$ cat src/rtl/seg7_pkg.sv
// Shared constants and types for the 7-segment read-back path.
// Patterns are {g,f,e,d,c,b,a}, active low.
package seg7_pkg;

  localparam logic [6:0] SEG7_0     = 7'h40;
  localparam logic [6:0] SEG7_1     = 7'h79;
  localparam logic [6:0] SEG7_2     = 7'h24;
  localparam logic [6:0] SEG7_3     = 7'h30;
  localparam logic [6:0] SEG7_4     = 7'h19;
  localparam logic [6:0] SEG7_5     = 7'h12;
  localparam logic [6:0] SEG7_6     = 7'h02;
  localparam logic [6:0] SEG7_7     = 7'h78;
  localparam logic [6:0] SEG7_8     = 7'h00;
  localparam logic [6:0] SEG7_9     = 7'h18;
  localparam logic [6:0] SEG7_A     = 7'h08;
  localparam logic [6:0] SEG7_B     = 7'h03;
  localparam logic [6:0] SEG7_C     = 7'h46;
  localparam logic [6:0] SEG7_D     = 7'h21;
  localparam logic [6:0] SEG7_E     = 7'h06;
  localparam logic [6:0] SEG7_F     = 7'h0E;
  localparam logic [6:0] SEG7_BLANK = 7'h7F;

  typedef enum logic {ACCUM, HOLD} state_t;

endpackage

$ cat src/rtl/seg7_word_encoder_if.sv
// Digit stream in, packed word out; master is the host/bench side, slave is the encoder.
interface seg7_word_encoder_if #(
  parameter int unsigned NUM_DIGITS = 6
);
  logic [6:0]              seg_in;
  logic                    seg_valid;
  logic                    seg_ready;
  logic                    flush;
  logic [4*NUM_DIGITS-1:0] word_out;
  logic [NUM_DIGITS-1:0]   word_err;
  logic                    word_valid;
  logic                    word_ready;

  modport master (
    output seg_in, seg_valid, flush, word_ready,
    input  seg_ready, word_out, word_err, word_valid
  );

  modport slave (
    input  seg_in, seg_valid, flush, word_ready,
    output seg_ready, word_out, word_err, word_valid
  );
endinterface

$ cat src/rtl/seg7_encoder.sv
// Combinational segment-pattern to hex-nibble decode; unknown patterns give 0 and flag invalid.
module seg7_encoder
  import seg7_pkg::*;
(
  input  logic [6:0] seg_in,
  output logic [3:0] nibble,
  output logic       invalid
);

  always_comb begin
    nibble  = 4'h0;
    invalid = 1'b0;
    case (seg_in)
      SEG7_0:  nibble = 4'h0;
      SEG7_1:  nibble = 4'h1;
      SEG7_2:  nibble = 4'h2;
      SEG7_3:  nibble = 4'h3;
      SEG7_4:  nibble = 4'h4;
      SEG7_5:  nibble = 4'h5;
      SEG7_6:  nibble = 4'h6;
      SEG7_7:  nibble = 4'h7;
      SEG7_8:  nibble = 4'h8;
      SEG7_9:  nibble = 4'h9;
      SEG7_A:  nibble = 4'hA;
      SEG7_B:  nibble = 4'hB;
      SEG7_C:  nibble = 4'hC;
      SEG7_D:  nibble = 4'hD;
      SEG7_E:  nibble = 4'hE;
      SEG7_F:  nibble = 4'hF;
      default: invalid = 1'b1;
    endcase
  end

endmodule

$ cat src/rtl/seg7_word_encoder.sv
// Packs NUM_DIGITS decoded segment digits into one word with per-digit error flags.
module seg7_word_encoder
  import seg7_pkg::*;
#(
  parameter int unsigned NUM_DIGITS = 6
) (
  input  logic                 clk,
  input  logic                 rst_n,
  seg7_word_encoder_if.slave   bus
);

  localparam int unsigned IDX_W = $clog2(NUM_DIGITS + 1);

  state_t                  state;
  logic [IDX_W-1:0]        digit_idx;
  logic [4*NUM_DIGITS-1:0] word_q, word_d;
  logic [NUM_DIGITS-1:0]   err_q, err_d;
  logic                    word_valid_q;
  logic [3:0]              nibble;
  logic                    invalid;
  logic                    accept, last, close;

  seg7_encoder u_encoder (
    .seg_in  (bus.seg_in),
    .nibble  (nibble),
    .invalid (invalid)
  );

  assign accept = bus.seg_valid && (state == ACCUM);
  assign last   = accept && (digit_idx == IDX_W'(NUM_DIGITS - 1));
  assign close  = last || (bus.flush && (state == ACCUM) && (accept || digit_idx != '0));

  // Slots at or above digit_idx that this cycle does not write are unwritten:
  // padded on close, otherwise cleared when a new word starts.
  always_comb begin
    word_d = word_q;
    err_d  = err_q;
    for (int unsigned i = 0; i < NUM_DIGITS; i++) begin
      if (accept && i == 32'(digit_idx)) begin
        word_d[4*i +: 4] = nibble;
        err_d[i]         = invalid;
      end else if (close && i >= 32'(digit_idx)) begin
        word_d[4*i +: 4] = 4'h0;
        err_d[i]         = 1'b1;
      end else if (accept && digit_idx == '0) begin
        word_d[4*i +: 4] = 4'h0;
        err_d[i]         = 1'b0;
      end
    end
  end

  always_ff @(posedge clk or negedge rst_n) begin
    if (!rst_n) begin
      state        <= ACCUM;
      digit_idx    <= '0;
      word_q       <= '0;
      err_q        <= '0;
      word_valid_q <= 1'b0;
    end else begin
      case (state)
        ACCUM: begin
          word_q <= word_d;
          err_q  <= err_d;
          if (accept)
            digit_idx <= digit_idx + 1'b1;
          if (close) begin
            state        <= HOLD;
            word_valid_q <= 1'b1;
          end
        end
        HOLD: begin
          if (bus.word_ready) begin
            state        <= ACCUM;
            digit_idx    <= '0;
            word_valid_q <= 1'b0;
          end
        end
        default: state <= ACCUM;
      endcase
    end
  end

  assign bus.seg_ready  = (state == ACCUM);
  assign bus.word_out   = word_q;
  assign bus.word_err   = err_q;
  assign bus.word_valid = word_valid_q;

endmodule

$ cat src/flat_wrapper.sv
// flat-port wrapper written by rule: the top's interface ports become plain ports
module seg7_word_encoder_flat import seg7_pkg::*;
#(
  parameter int unsigned NUM_DIGITS = 6
)
  (clk, rst_n, bus_seg_in, bus_seg_valid, bus_flush, bus_word_ready, bus_seg_ready, bus_word_out, bus_word_err, bus_word_valid);
  seg7_word_encoder_if #(.NUM_DIGITS(NUM_DIGITS)) bus_i ();
  input  logic clk;
  input  logic rst_n;
  input wire logic [$bits(bus_i.seg_in)-1:0] bus_seg_in;
  input wire logic [$bits(bus_i.seg_valid)-1:0] bus_seg_valid;
  input wire logic [$bits(bus_i.flush)-1:0] bus_flush;
  input wire logic [$bits(bus_i.word_ready)-1:0] bus_word_ready;
  output wire logic [$bits(bus_i.seg_ready)-1:0] bus_seg_ready;
  output wire logic [$bits(bus_i.word_out)-1:0] bus_word_out;
  output wire logic [$bits(bus_i.word_err)-1:0] bus_word_err;
  output wire logic [$bits(bus_i.word_valid)-1:0] bus_word_valid;
  assign bus_i.seg_in = bus_seg_in;
  assign bus_i.seg_valid = bus_seg_valid;
  assign bus_i.flush = bus_flush;
  assign bus_i.word_ready = bus_word_ready;
  assign bus_seg_ready = bus_i.seg_ready;
  assign bus_word_out = bus_i.word_out;
  assign bus_word_err = bus_i.word_err;
  assign bus_word_valid = bus_i.word_valid;
  seg7_word_encoder #(.NUM_DIGITS(NUM_DIGITS)) u_core (.clk(clk), .rst_n(rst_n), .bus(bus_i));
endmodule
$ cat config.mk
export PLATFORM = sky130hd
export DESIGN_NAME = seg7_word_encoder_flat
export DESIGN_NICKNAME = d
export VERILOG_FILES = /design/src/rtl/seg7_pkg.sv /design/src/rtl/seg7_word_encoder_if.sv /design/src/rtl/seg7_encoder.sv /design/src/rtl/seg7_word_encoder.sv /design/src/flat_wrapper.sv
export SDC_FILE = /design/constraint.sdc
export NUM_CORES = 1
export LEC_CHECK = 0
export ABC_AREA = 1
export BUFFER_PORTS_ARGS = -buffer_cell sky130_fd_sc_hd__buf_2
export CAP_MARGIN = 40
export CORE_MARGIN = 2
export CORE_UTILIZATION = 45
export CTS_CLUSTER_SIZE = 8
export DETAILED_ROUTE_END_ITERATION = 10
export PLACE_DENSITY_LB_ADDON = 0.1
export SYNTH_ARGS = -nofsm -noshare
export SYNTH_HDL_FRONTEND = slang
export SYNTH_SLANG_ARGS = --single-unit
$ cat constraint.sdc
create_clock -name clk -period 4.1 [get_ports clk]
set_input_delay 0.82 -clock clk [delete_from_list [all_inputs] [get_ports clk]]
set_output_delay 0.82 -clock clk [all_outputs]
set_load 0.02 [all_outputs]
After elaboration in Yosys (flattened, before gate mapping)
Cells that the tools add are included.
{"block": "classes", "add_sub_neg": 1, "mul": 0, "n_div": 0, "magnitude_cmp": 6, "eq_ne": 24, "shift": 0, "n_mux": 37, "bitwise_logic": 1, "reduce_logical": 36}
{"operator": "$pmux W4 S15", "count": 1}
{"operator": "$mux W4", "count": 13}
{"operator": "$eq A7 B7 Y1 const B", "count": 4}
{"operator": "$eq A7 B5 Y1 const B", "count": 3}
{"operator": "$eq A7 B6 Y1 const B", "count": 3}
{"operator": "$mux W1", "count": 18}
{"operator": "$reduce_bool A3 Y1", "count": 6}
{"operator": "$logic_and A1 B1 Y1", "count": 16}
{"operator": "$reduce_and A2 Y1", "count": 8}
{"operator": "$reduce_or A16 Y1", "count": 1}
{"operator": "$eq A7 B2 Y1 const B", "count": 2}
{"operator": "$eq A7 B4 Y1 const B", "count": 2}
{"operator": "$eq A7 B3 Y1 const B", "count": 1}
{"operator": "$logic_not A7 Y1", "count": 1}
{"operator": "$eq A2 B3 Y1 const A", "count": 2}
{"operator": "$eq A3 B3 Y1 const A", "count": 2}
{"operator": "$ge A1 B3 Y1 const A", "count": 2}
{"operator": "$ge A2 B3 Y1 const A", "count": 2}
{"operator": "$ge A3 B3 Y1 const A", "count": 2}
{"operator": "$mux W3", "count": 2}
{"operator": "$pmux W3 S2", "count": 1}
{"operator": "$ne A2 B1 Y1 const B", "count": 2}
{"operator": "$pmux W1 S2", "count": 2}
{"operator": "$add A3 B1 Y3 const B", "count": 1}
{"operator": "7 further kinds", "count": 8}
{"block": "word_totals", "register_bits": 35, "latchBits": 0, "ramBits": 0, "romBits": 0, "inputBits": 12, "out_inout_bits": 32, "memories": 0}

Logic depth before layout (Yosys ltp)
{"block": "depth", "ltp_word": 8, "depth_mapped": 10}

Cells and area by module
A second synthesis with hierarchy kept.
{"block": "unflattened", "cells_unflattened": 252, "hier_area_um2": 2008.2}
{"module": "seg7_word_encoder", "instances": 1, "cells_each": 180, "area_per_inst_um2": 1685.4, "seq_area_each_um2": 875.8}
{"module": "seg7_encoder", "instances": 1, "cells_each": 72, "area_per_inst_um2": 322.8, "seq_area_each_um2": 0.0}

Worst setup path after synthesis
No wires, ideal clock.
{"block": "synth_timing", "kind": "input -> register", "start": "in bus_seg_in[4]", "end": "reg u_core.err_q[2] (netlist: u_core.bus.word_err[2])", "t_arrival_ps": 1589, "path_slack_ps": 2386, "path_stages": 9, "path_buffers": 1, "cell_sequence": "nor2_1 -> nand2_2 -> nor2_1 -> nor2_1 -> nand2_1 -> nor2_2 -> buf_6 -> nand3_1 -> nand3_1"}
{"block": "synth_via", "elab_chain_len": 4, "word_cells_on_any_way": 19, "cone_classes": "eq/ne: 15; mux: 2; reduce/logical: 2"}
{"item": "start, declared", "line_no": "flat_wrapper.sv:10", "text": "input wire logic [$bits(bus_i.seg_in)-1:0] bus_seg_in;"}
{"item": "$eq A7 B4 Y1, or another cell as far along", "line_no": "seg7_encoder.sv:13", "text": "case (seg_in)"}
{"item": "$reduce_or A16 Y1 (no source line) (*)"}
{"item": "$mux W1 (*)", "line_no": "seg7_encoder.sv:13"}
{"item": "$mux W1 (*)", "line_no": "seg7_word_encoder.sv:39", "text": "if (accept && i == 32'(digit_idx)) begin"}
{"item": "end signal, assigned", "line_no": "seg7_word_encoder.sv:63", "text": "err_q <= err_d;"}
{"item": "end, declared", "line_no": "seg7_word_encoder.sv:17", "text": "logic [NUM_DIGITS-1:0] err_q, err_d;"}
Mark *: on every way between the ends. The rest lies on a longest branch, timed or not.
A chain may end at the register's enable or synchronous reset.

Final worst setup path
{"block": "layout_timing", "start": "reg u_core.digit_idx[1]", "end": "reg u_core.err_q[3] (netlist: u_core.bus.word_err[3])"}
{"block": "layout_via", "elab_chain_len": 7, "word_cells_on_any_way": 16, "cone_classes": "order compare: 1; eq/ne: 2; mux: 2; reduce/logical: 11"}
{"item": "start, declared", "line_no": "seg7_word_encoder.sv:15", "text": "logic [IDX_W-1:0] digit_idx;"}
{"item": "start signal, assigned", "line_no": "seg7_word_encoder.sv:65", "text": "digit_idx <= digit_idx + 1'b1;"}
{"item": "parallel branches: the longest is 7 deep, another holds $ge A2 B3 Y1"}
Parallel ways; which one is timed is not known.

==> out/metrics.cfg <==
[outcome]
outcome=finished clean

[timing]
holdWs_ps=475.2
final.setup.tns_ps=0
report.final.setup_viol=0
timing.clock.skew_ps=9.710
fin_crit_share=0.5025
grt_setup_unrepaired=false
finalHoldViolations=0
worst_pin_slew_ps=770.6
min_period_ps=2060
worst_slack_ps=2040
final-max-slew-violation-count=0
fmax_ghz=0.4854
timing.max_slew.rel_slack=0.4863

[floorplan]
die_height_um=69.52
core_area_um2=4058
fp.dieArea_um2=4833
die_w_um=69.52
initial_core_util=0.4761
num_rows=23
boundaryPins=44

[yosys]
syn-num-nets=268
ys_top_cells_by_count=71 x sky130_fd_sc_hd__nand2_1, 35 x sky130_fd_sc_hd__dfrtp_1, 35 x sky130_fd_sc_hd__nor2_1
ys_ff_latch=35
yosysMostFrequentCell=sky130_fd_sc_hd__nand2_1
synth_enable_flop_cells=0
post_synth_main_area_contributors=sky130_fd_sc_hd__dfrtp_1 45%, sky130_fd_sc_hd__nand2_1 14%, sky130_fd_sc_hd__nand3_1 8.0%, sky130_fd_sc_hd__nor2_1 6.8%, sky130_fd_sc_hd__inv_1 4.1%
synth_largest_area_cell=sky130_fd_sc_hd__dfrtp_1
netlist_area_um2=1932
yosysUniqueCellTypes=25
synth.yosys.warnings=0
syn_avg_cell_area_um2=7.636
synthCells=253
async_reset_ff_frac=1.000
yosys.area.top_type_share=0.4534
synth-seq-area-share=0.4534
synth-main-ff-cell=sky130_fd_sc_hd__dfrtp_1

[setup_path]
critPathMaxStageDelay_ps=490
worst-r2r-setup-slack_ps=2040
worst-path-max-fanout=16
worstPathRequired_ps=4320
startpoint_type=flop
critical_path.n_buffers_inverters=3
rr_endpoint=u_core.bus.word_err[3]
path_delay_family=simple AND/OR/NAND/NOR gates
worst_ep_arrival_time_ps=2280
endpoint_kind=flop
worst_r2r_path_depth=9
reg_to_reg_startpoint=u_core.digit_idx[1]
crit_path_cell_trace=inv_1, ha_1, nand2_4, inv_1, nand2_2, inv_2, nor2_1, nand2_1, nand3_1
criticalPathCategory=reg2reg
crit_slowest_cell=sky130_fd_sc_hd__dfrtp_1
critical-path-top-cell-by-count=sky130_fd_sc_hd__inv_1

[cells_and_area]
finalNonFillerCells=349
nets=314
layout-drive-gt1-share=0.2308
number_of_antenna_repair_diodes=0
area_growth_pct=16.90
end_of_flow_core_utilization=0.5566
final_cell_area_um2=2258

[global_routing]
globalRouteTotalUtil=0.1998
grt_pass1_vias=1664
grt_first_pass_wirelength_um=7790
grt_antenna_before_repair=0
grt_max_degree=36
globalRouteOverflowTotal=0

[cts]
cts_tree=built
clockRootBuffer=sky130_fd_sc_hd__clkbuf_8
cts.repair.resized=0
cts.clk_slew.worst_paths_ps=70
hold_buffers=0
clk-insertion-delay-late_ps=280
cts_buffer_count=5
clock_path_buffers=2
post-cts-setup-buffers=0
count_of_clock_tree_sinks=35
h-tree-depth=2

[flow_run]
max_cap_viol_count=0

[detailed_routing]
route.detailed.wl_per_inst_um=13.12
routed_via_density=5.089
drc=0
route.final.wire_length_um=4578
drtAntennaViolNets=0
route.vias.total=1776
starting_drc_count_in_detailed_routing=113
drtPass1Iterations=4

[place]
gp_congestion=0.8979
port-buffer-count=43
dp_cells=342
dpl_cell_area_um2=2171
pre_cts_slack_ps=1975
dp.final_hpwl_um=3405

[power_and_ir_drop]
power.density_cell_area_nw_per_um2=574.3
vdd_ir_drop_max_mv=0.2785
design_power_total_mw=1.297
p_leak_nw=1.285

[min_path]
whs_path_depth=2
worst_min_path_start=u_core.bus.word_out[9]
min-delay-path-class=reg2reg
hold_path_end=u_core.bus.word_out[9]

-- metal layers --
metal | GRT usage | share of wire | vias up
li1 | - | - | 913
met3 | 0.04506 | 0.046 | 2
met2 | 0.3184 | 0.47 | 45
met5 | 0 | 0 | -
met4 | 0.04575 | 0.0057 | 0
met1 | 0.2785 | 0.48 | 816
-- worst min-delay path, delay by kind of cell, from the launching register on --
family        cells  cell delay [ps]
flops             1              340
simple gates      2              100
-- cells in the final DEF (no fill, tap or decap), types with 4 or more instances in the layout --
master / instances
sky130_fd_sc_hd__nand3_1: 31
sky130_fd_sc_hd__buf_2: 43
sky130_fd_sc_hd__a21oi_1: 5
sky130_fd_sc_hd__nand4_1: 9
sky130_fd_sc_hd__nor2_2: 4
sky130_fd_sc_hd__nor2_1: 35
sky130_fd_sc_hd__dfrtp_1: 35
sky130_fd_sc_hd__o21ai_1: 7
sky130_fd_sc_hd__o21ai_0: 9
sky130_fd_sc_hd__nand2_1: 71
sky130_fd_sc_hd__inv_1: 21
sky130_fd_sc_hd__clkbuf_8: 6
-- cells by family after synthesis --
family / synth area share
buffers and inverters: 0.06995
and+or+nand+nor: 0.3685
AOI/OAI and AO/OA: 0.08419
DFF: 0.4534
xor gates and xnor gates: 0.004535
adders and majority gates: 0.01943
-- layout make-up --
class,count,area (um2)
repair buffers,43,215.2
clock buffers,6,82.58
flip-flops and latches,35,875.8
multi-input cells,189,920.9
clock inverters,1,5.005
fillers,420,1799
well taps,50,62.56
inverters,25,96.34
-- how the worst max path moves through the flow --
stage                              startpoint                       to  slack (ps)  cells past startpoint
final                     u_core.digit_idx[1]   u_core.bus.word_err[3]        2040                      9
after global routing      u_core.digit_idx[1]  u_core.bus.word_out[15]        1840                      9
after CTS                 u_core.digit_idx[1]  u_core.bus.word_out[15]        2070                      9
after global placement          bus_seg_valid   u_core.bus.word_err[3]        1980                      8
after floorplan                 bus_seg_in[4]   u_core.bus.word_err[2]        2390                      9
after detailed placement        bus_seg_in[3]  u_core.bus.word_out[11]        1980                      9
-- registers in the layout, indices dropped and copies added (netlist names) --
name / count
u_core.bus.word_err: 6
u_core.bus.word_out: 24
u_core.bus.word_valid: 1
u_core.digit_idx: 3
u_core.state: 1
-- power by group --
part	leakage, nW	internal (mW)	switching [mW]	total [mW]
logic	0.774	0.180	0.380	0.560
registers	0.464	0.422	0.0637	0.485
clock network	0.0470	0.132	0.120	0.252
total	1.28	0.733	0.564	1.30
No activity file was read; power rests on OpenSTA's default activity.
